[src/rtl/simplez_loader_if.sv]
// Byte-in / word-out bus between the UART receiver, the loader and the program RAM.
interface simplez_loader_if #(
  parameter int unsigned AW = 9,
  parameter int unsigned DW = 12
);
  logic [7:0]    rx_data;
  logic          rx_valid;
  logic          mem_we;
  logic [AW-1:0] mem_addr;
  logic [DW-1:0] mem_din;

  // Loader side: consumes UART bytes, drives the RAM write port
  modport master (
    input  rx_data,
    input  rx_valid,
    output mem_we,
    output mem_addr,
    output mem_din
  );

  // Environment side: UART receiver plus program RAM
  modport slave (
    output rx_data,
    output rx_valid,
    input  mem_we,
    input  mem_addr,
    input  mem_din
  );
endinterface

[src/rtl/simplez_loader.sv]
// Serial program loader: rebuilds 12-bit words from UART bytes, writes program RAM,
// holds the Simplez core in reset until a frame with a good checksum has arrived.
module simplez_loader #(
  parameter int unsigned AW      = 9,
  parameter int unsigned DW      = 12,
  parameter logic [7:0]  SYNC    = 8'h55,
  parameter int unsigned TIMEOUT = 1200000
) (
  input  logic            clk,
  input  logic            rst,
  simplez_loader_if.master bus,
  output logic            cpu_rstn,
  output logic            done,
  output logic            error
);

  localparam int unsigned MAXW = 1 << AW;
  localparam int unsigned IW   = AW + 1;
  localparam int unsigned TW   = $clog2(TIMEOUT + 1);

  typedef enum logic [2:0] {
    S_IDLE, S_LEN_H, S_LEN_L, S_DATA_H, S_DATA_L, S_CSUM, S_RUN, S_ERR
  } state_t;

  state_t        state;
  logic [7:0]    len_h;
  logic [IW-1:0] len_last;
  logic [3:0]    hi;
  logic [IW-1:0] idx;
  logic [7:0]    csum;
  logic [TW-1:0] to_cnt;

  logic [15:0]   len_c;
  logic          len_bad_c;
  logic [7:0]    csum_next_c;
  logic          in_frame_c;
  logic          sync_c;

  // Frame length as seen on the LEN_L byte, plus its legality
  assign len_c       = {len_h, bus.rx_data};
  assign len_bad_c   = (len_c == 16'd0) || (32'(len_c) > MAXW);
  assign csum_next_c = csum + bus.rx_data;
  assign in_frame_c  = (state == S_LEN_H) || (state == S_LEN_L) || (state == S_DATA_H) ||
                       (state == S_DATA_L) || (state == S_CSUM);
  assign sync_c      = (bus.rx_data == SYNC);

  // Frame parser, RAM write port, inter-byte timeout and status outputs
  always_ff @(posedge clk) begin
    if (rst) begin
      state        <= S_IDLE;
      cpu_rstn     <= 1'b0;
      done         <= 1'b0;
      error        <= 1'b0;
      bus.mem_we   <= 1'b0;
      bus.mem_addr <= '0;
      bus.mem_din  <= '0;
      len_h        <= '0;
      len_last     <= '0;
      hi           <= '0;
      idx          <= '0;
      csum         <= '0;
      to_cnt       <= '0;
    end else begin
      bus.mem_we <= 1'b0;
      if (in_frame_c && !bus.rx_valid) begin
        // Stalled inside a frame: abort once the gap reaches TIMEOUT cycles
        if (to_cnt == TW'(TIMEOUT - 1)) begin
          state    <= S_ERR;
          error    <= 1'b1;
          done     <= 1'b0;
          cpu_rstn <= 1'b0;
          to_cnt   <= '0;
        end else begin
          to_cnt <= to_cnt + TW'(1);
        end
      end else if (bus.rx_valid) begin
        to_cnt <= '0;
        case (state)
          S_IDLE, S_RUN, S_ERR: begin
            if (sync_c) begin
              state    <= S_LEN_H;
              csum     <= '0;
              idx      <= '0;
              error    <= 1'b0;
              done     <= 1'b0;
              cpu_rstn <= 1'b0;
            end
          end
          S_LEN_H: begin
            len_h <= bus.rx_data;
            csum  <= csum_next_c;
            state <= S_LEN_L;
          end
          S_LEN_L: begin
            csum <= csum_next_c;
            if (len_bad_c) begin
              state <= S_ERR;
              error <= 1'b1;
            end else begin
              len_last <= IW'(len_c - 16'd1);
              state    <= S_DATA_H;
            end
          end
          S_DATA_H: begin
            hi    <= bus.rx_data[3:0];
            csum  <= csum_next_c;
            state <= S_DATA_L;
          end
          S_DATA_L: begin
            bus.mem_we   <= 1'b1;
            bus.mem_addr <= idx[AW-1:0];
            bus.mem_din  <= DW'({hi, bus.rx_data});
            csum         <= csum_next_c;
            idx          <= idx + IW'(1);
            state        <= (idx == len_last) ? S_CSUM : S_DATA_H;
          end
          S_CSUM: begin
            if (bus.rx_data == csum) begin
              state    <= S_RUN;
              done     <= 1'b1;
              cpu_rstn <= 1'b1;
            end else begin
              state <= S_ERR;
              error <= 1'b1;
            end
          end
          default: state <= S_IDLE;
        endcase
      end
    end
  end

endmodule
[src/flat_wrapper.sv]
// flat-port wrapper written by rule: the top's interface ports become plain ports
module simplez_loader_flat 
#(
  parameter int unsigned AW      = 9,
  parameter int unsigned DW      = 12,
  parameter logic [7:0]  SYNC    = 8'h55,
  parameter int unsigned TIMEOUT = 1200000
)
  (clk, rst, cpu_rstn, done, error, bus_rx_data, bus_rx_valid, bus_mem_we, bus_mem_addr, bus_mem_din);
  simplez_loader_if #(.AW(AW), .DW(DW)) bus_i ();
  input  logic clk;
  input  logic rst;
  output logic cpu_rstn;
  output logic done;
  output logic error;
  input wire logic [$bits(bus_i.rx_data)-1:0] bus_rx_data;
  input wire logic [$bits(bus_i.rx_valid)-1:0] bus_rx_valid;
  output wire logic [$bits(bus_i.mem_we)-1:0] bus_mem_we;
  output wire logic [$bits(bus_i.mem_addr)-1:0] bus_mem_addr;
  output wire logic [$bits(bus_i.mem_din)-1:0] bus_mem_din;
  assign bus_i.rx_data = bus_rx_data;
  assign bus_i.rx_valid = bus_rx_valid;
  assign bus_mem_we = bus_i.mem_we;
  assign bus_mem_addr = bus_i.mem_addr;
  assign bus_mem_din = bus_i.mem_din;
  simplez_loader #(.AW(AW), .DW(DW), .SYNC(SYNC), .TIMEOUT(TIMEOUT)) u_core (.clk(clk), .rst(rst), .bus(bus_i), .cpu_rstn(cpu_rstn), .done(done), .error(error));
endmodule
[config.mk]
export PLATFORM = sky130hd
export DESIGN_NAME = simplez_loader_flat
export DESIGN_NICKNAME = d
export VERILOG_FILES = /design/src/rtl/simplez_loader_if.sv /design/src/rtl/simplez_loader.sv /design/src/flat_wrapper.sv
export SDC_FILE = /design/constraint.sdc
export NUM_CORES = 1
export LEC_CHECK = 0
export BUFFER_PORTS_ARGS = -buffer_cell sky130_fd_sc_hd__clkbuf_2
export CORE_MARGIN = 2
export CORE_UTILIZATION = 30
export DETAILED_ROUTE_END_ITERATION = 6
export HOLD_SLACK_MARGIN = 0.06
export PLACE_DENSITY = 0.43
export SETUP_SLACK_MARGIN = 0.3
export SLEW_MARGIN = 20
export SYNTH_ARGS = -nofsm -noshare
export SYNTH_HDL_FRONTEND = slang
export SYNTH_SLANG_ARGS = --single-unit
[constraint.sdc]
create_clock -name clk -period 4.1 [get_ports clk]
set_clock_uncertainty 0.05 [all_clocks]
set_input_delay 0.41 -clock clk [delete_from_list [all_inputs] [get_ports clk]]
set_output_delay 0.41 -clock clk [all_outputs]
set_load 0.05 [all_outputs]
==> metrics.txt <==
port bufs 35; RSZ-0062 raised after global routing false; Synth area leader dfxtp_1; PwrDens 367 nW/um2; asr flop ratio synth 0; detailed placement HPWL 8010 um; I/O pins 36; hold crit path type input pin to flop; Post-CTS Setup Inserts 0; period utilisation layout 0.690; Final Hold Viols 0; Top Usage Layer GRT met2; Hold Slack 0.325 ns; worst vdd ir 164 uV; first-pass GRT wire length 19,500 um; Final GP Congestion 0.809; number of synthesized flops with an enable pin 0; Worst EP arrival 3.07 ns; register area share after synthesis 0.396; Synth Warn # 0; Max clock buf depth 2; Post-Syn Nets 582; Inserted Diodes 0; CP required 4.34 ns; top cells by area, synth dfxtp_1 40%, nand2_1 7.4%, a21oi_1 6.5%, nor2_1 5.4%, xor2_1 3.5%; setup slack at placement 0.920 ns; H-tree depth 3; Setup violations, final 0; number of cells on the worst reg-to-reg path 7; Comb power frac 0.053; Initial Util 0.306; WS Path Type flop to flop; initial antenna violation count 0; final worst slack 1.27 ns; Detailed Route Iter0 Violations 229; Filler cells 1,565; CTS tree yes; Die Width 126 um; WHS Path Cells 3; clock root buffer clkbuf_16; worst slew pin tran 1.02 ns; crit-path max FO 8; clk slew on worst S/H paths 0.06 ns; library cells used by synthesis 55; Mapped Area 4450 um2; Syn Area/Cell 7.98 um2; hold-fix buffers at CTS 0; Pint 1.44 mW; clock latency on the worst-skew pair 0.35 ns; Layout Nets 599; Flop pwr share 0.462; Peak Freq 354 MHz; kind of end point of the critical path flop; # clock sinks 88; leakage power 1.90 nW; Post-Place Cells 748; Gate Count Post-Synth 558; Pins Over Slew Limit 0; core area 14,500 um2; drt pass-1 iters 5; CP Launch Type flop; switching pwr 0.425 mW; Routed WL per cell 15.0 um; vias in the first global route 3,802; TritonCTS buffer count 9; Synth Register Bits 88; met2 Use GR 0.232; layout cell share with drive strength beyond 1 0.114; final wirelength 11,500 um; ys flop type dfxtp_1; met1 Use GR 0.216; P&R area growth vs syn 14.2%; setup TNS 0 ns; Resized cells post-CTS 0; Sw Ratio 0.228; Routed Antenna Nets 0; GRT Resource Usage Total 0.152; final std cells w/o fill 764; clock power share 0.485; largest net degree at the start of global routing 43; Vias 3,991; # rows 44; Die Y 126 um; Die ar. 15,800 um2; drt via density 5.22; total gr overflow 0; relative slew slack 0.318; fin crit period 2.83 ns; Synth top area share 0.396; GR Util met3 0.0263; MaxCap Viol Count 0; status finished, final reports clean; Residual DRC 0; commonest cells in the netlist 88 x dfxtp_1, 88 x nand2_1, 64 x nor2_1
cells in the final DEF, fill, tap and decap left out, types with 5 or more instances in the layout:
master	synthesis	layout
nand2_1	88	88
dfxtp_1	88	88
nor2_1	64	64
a21oi_1	58	58
clkbuf_2	0	35
o21ai_0	22	22
xor2_1	18	18
nand3_1	16	15
inv_1	12	12
nor3_1	12	12
ha_1	12	12
mux2i_1	10	10
clkbuf_16	0	9
or3_1	8	8
a22oi_1	8	8
nor4_1	8	8
or4_1	8	8
a31oi_1	8	8
nand4_1	8	8
a311oi_1	7	7
nor2b_1	6	6
o211ai_1	6	6
and3_1	5	5
nor3b_1	5	5
xnor2_1	5	5
buf_4	1	5
sequential cells by signal (all words and copies together), names as in the netlist:
name	count
u_core.bus.mem_addr	9
u_core.bus.mem_din	12
u_core.bus.mem_we	1
u_core.cpu_rstn	1
u_core.csum	8
u_core.error	1
u_core.hi	4
u_core.idx	10
u_core.len_h	8
u_core.len_last	10
u_core.state	3
u_core.to_cnt	21
layout make-up:
cell class / count / area (um2) / share of cell area
Tap cell: 184 / 230 / 0.0453
Multi-Input combinational cell: 424 / 2510 / 0.494
Sequential cell: 88 / 1760 / 0.347
Clock inverter: 4 / 76.3 / 0.0150
Clock buffer: 12 / 246 / 0.0485
Inverter: 12 / 45.0 / 0.00886
Timing Repair Buffer: 40 / 213 / 0.0418
logic make-up (layout without fill, tap and decap cells):
group | count (synthesis) | count (layout) | share of synthesized area
simple gates | 245 | 245 | 0.266
compound gates | 133 | 133 | 0.191
buf+inv | 46 | 68 | 0.0410
flops | 88 | 88 | 0.396
mux | 10 | 10 | 0.0225
fa+ha+maj | 13 | 13 | 0.0382
xor+xnor | 23 | 23 | 0.0453
worst max-delay path: stages, from the launching register on:
cell	delay [ns]
dfxtp_1	0.32
ha_1	0.33
or4_4	0.56
nor4_4	0.39
o221ai_2	0.21
a31o_4	0.32
or4_1	0.50
nand2_1	0.08
routing by layer:
layer / vias to the layer above / part of all wire
met4: 0 / 0.015
li1: 2029 / -
met1: 1880 / 0.51
met3: 11 / 0.034
met2: 71 / 0.45
met5: - / 0
power by group through the flow:
stage | Combinational [mW] | Sequential, mW | Clock, mW
after global placement | 0.0994 | 0.881 | 0
after detailed placement | 0.101 | 0.881 | 0
final | 0.0994 | 0.861 | 0.903
after global routing | 0.112 | 0.861 | 0.969
after CTS | 0.101 | 0.861 | 0.933
after floorplan | 0.0664 | 0.881 | 0
stage by stage:
step / utilization / instance area (um2) / power [mW]
after global routing: 0.350 / 5080 / 1.94
final: 0.350 / 5080 / 1.86
after global placement: 0.327 / 4760 / 0.980
after CTS: 0.349 / 5080 / 1.89
after detailed placement: 0.327 / 4760 / 0.982
after floorplan: - / 4450 / 0.947
path summary, 6_finish.rpt:
check                               from                endpoint  slack, ns
hold / removal            bus_rx_data[1]         u_core.len_h[1]       0.32
setup reg to reg          u_core.csum[5]           u_core.idx[9]       1.27
setup / recovery          u_core.csum[5]           u_core.idx[9]       1.27
hold reg to reg   u_core.bus.mem_addr[1]  u_core.bus.mem_addr[1]       0.40
Note: power is estimated with default switching activity, not from simulation.
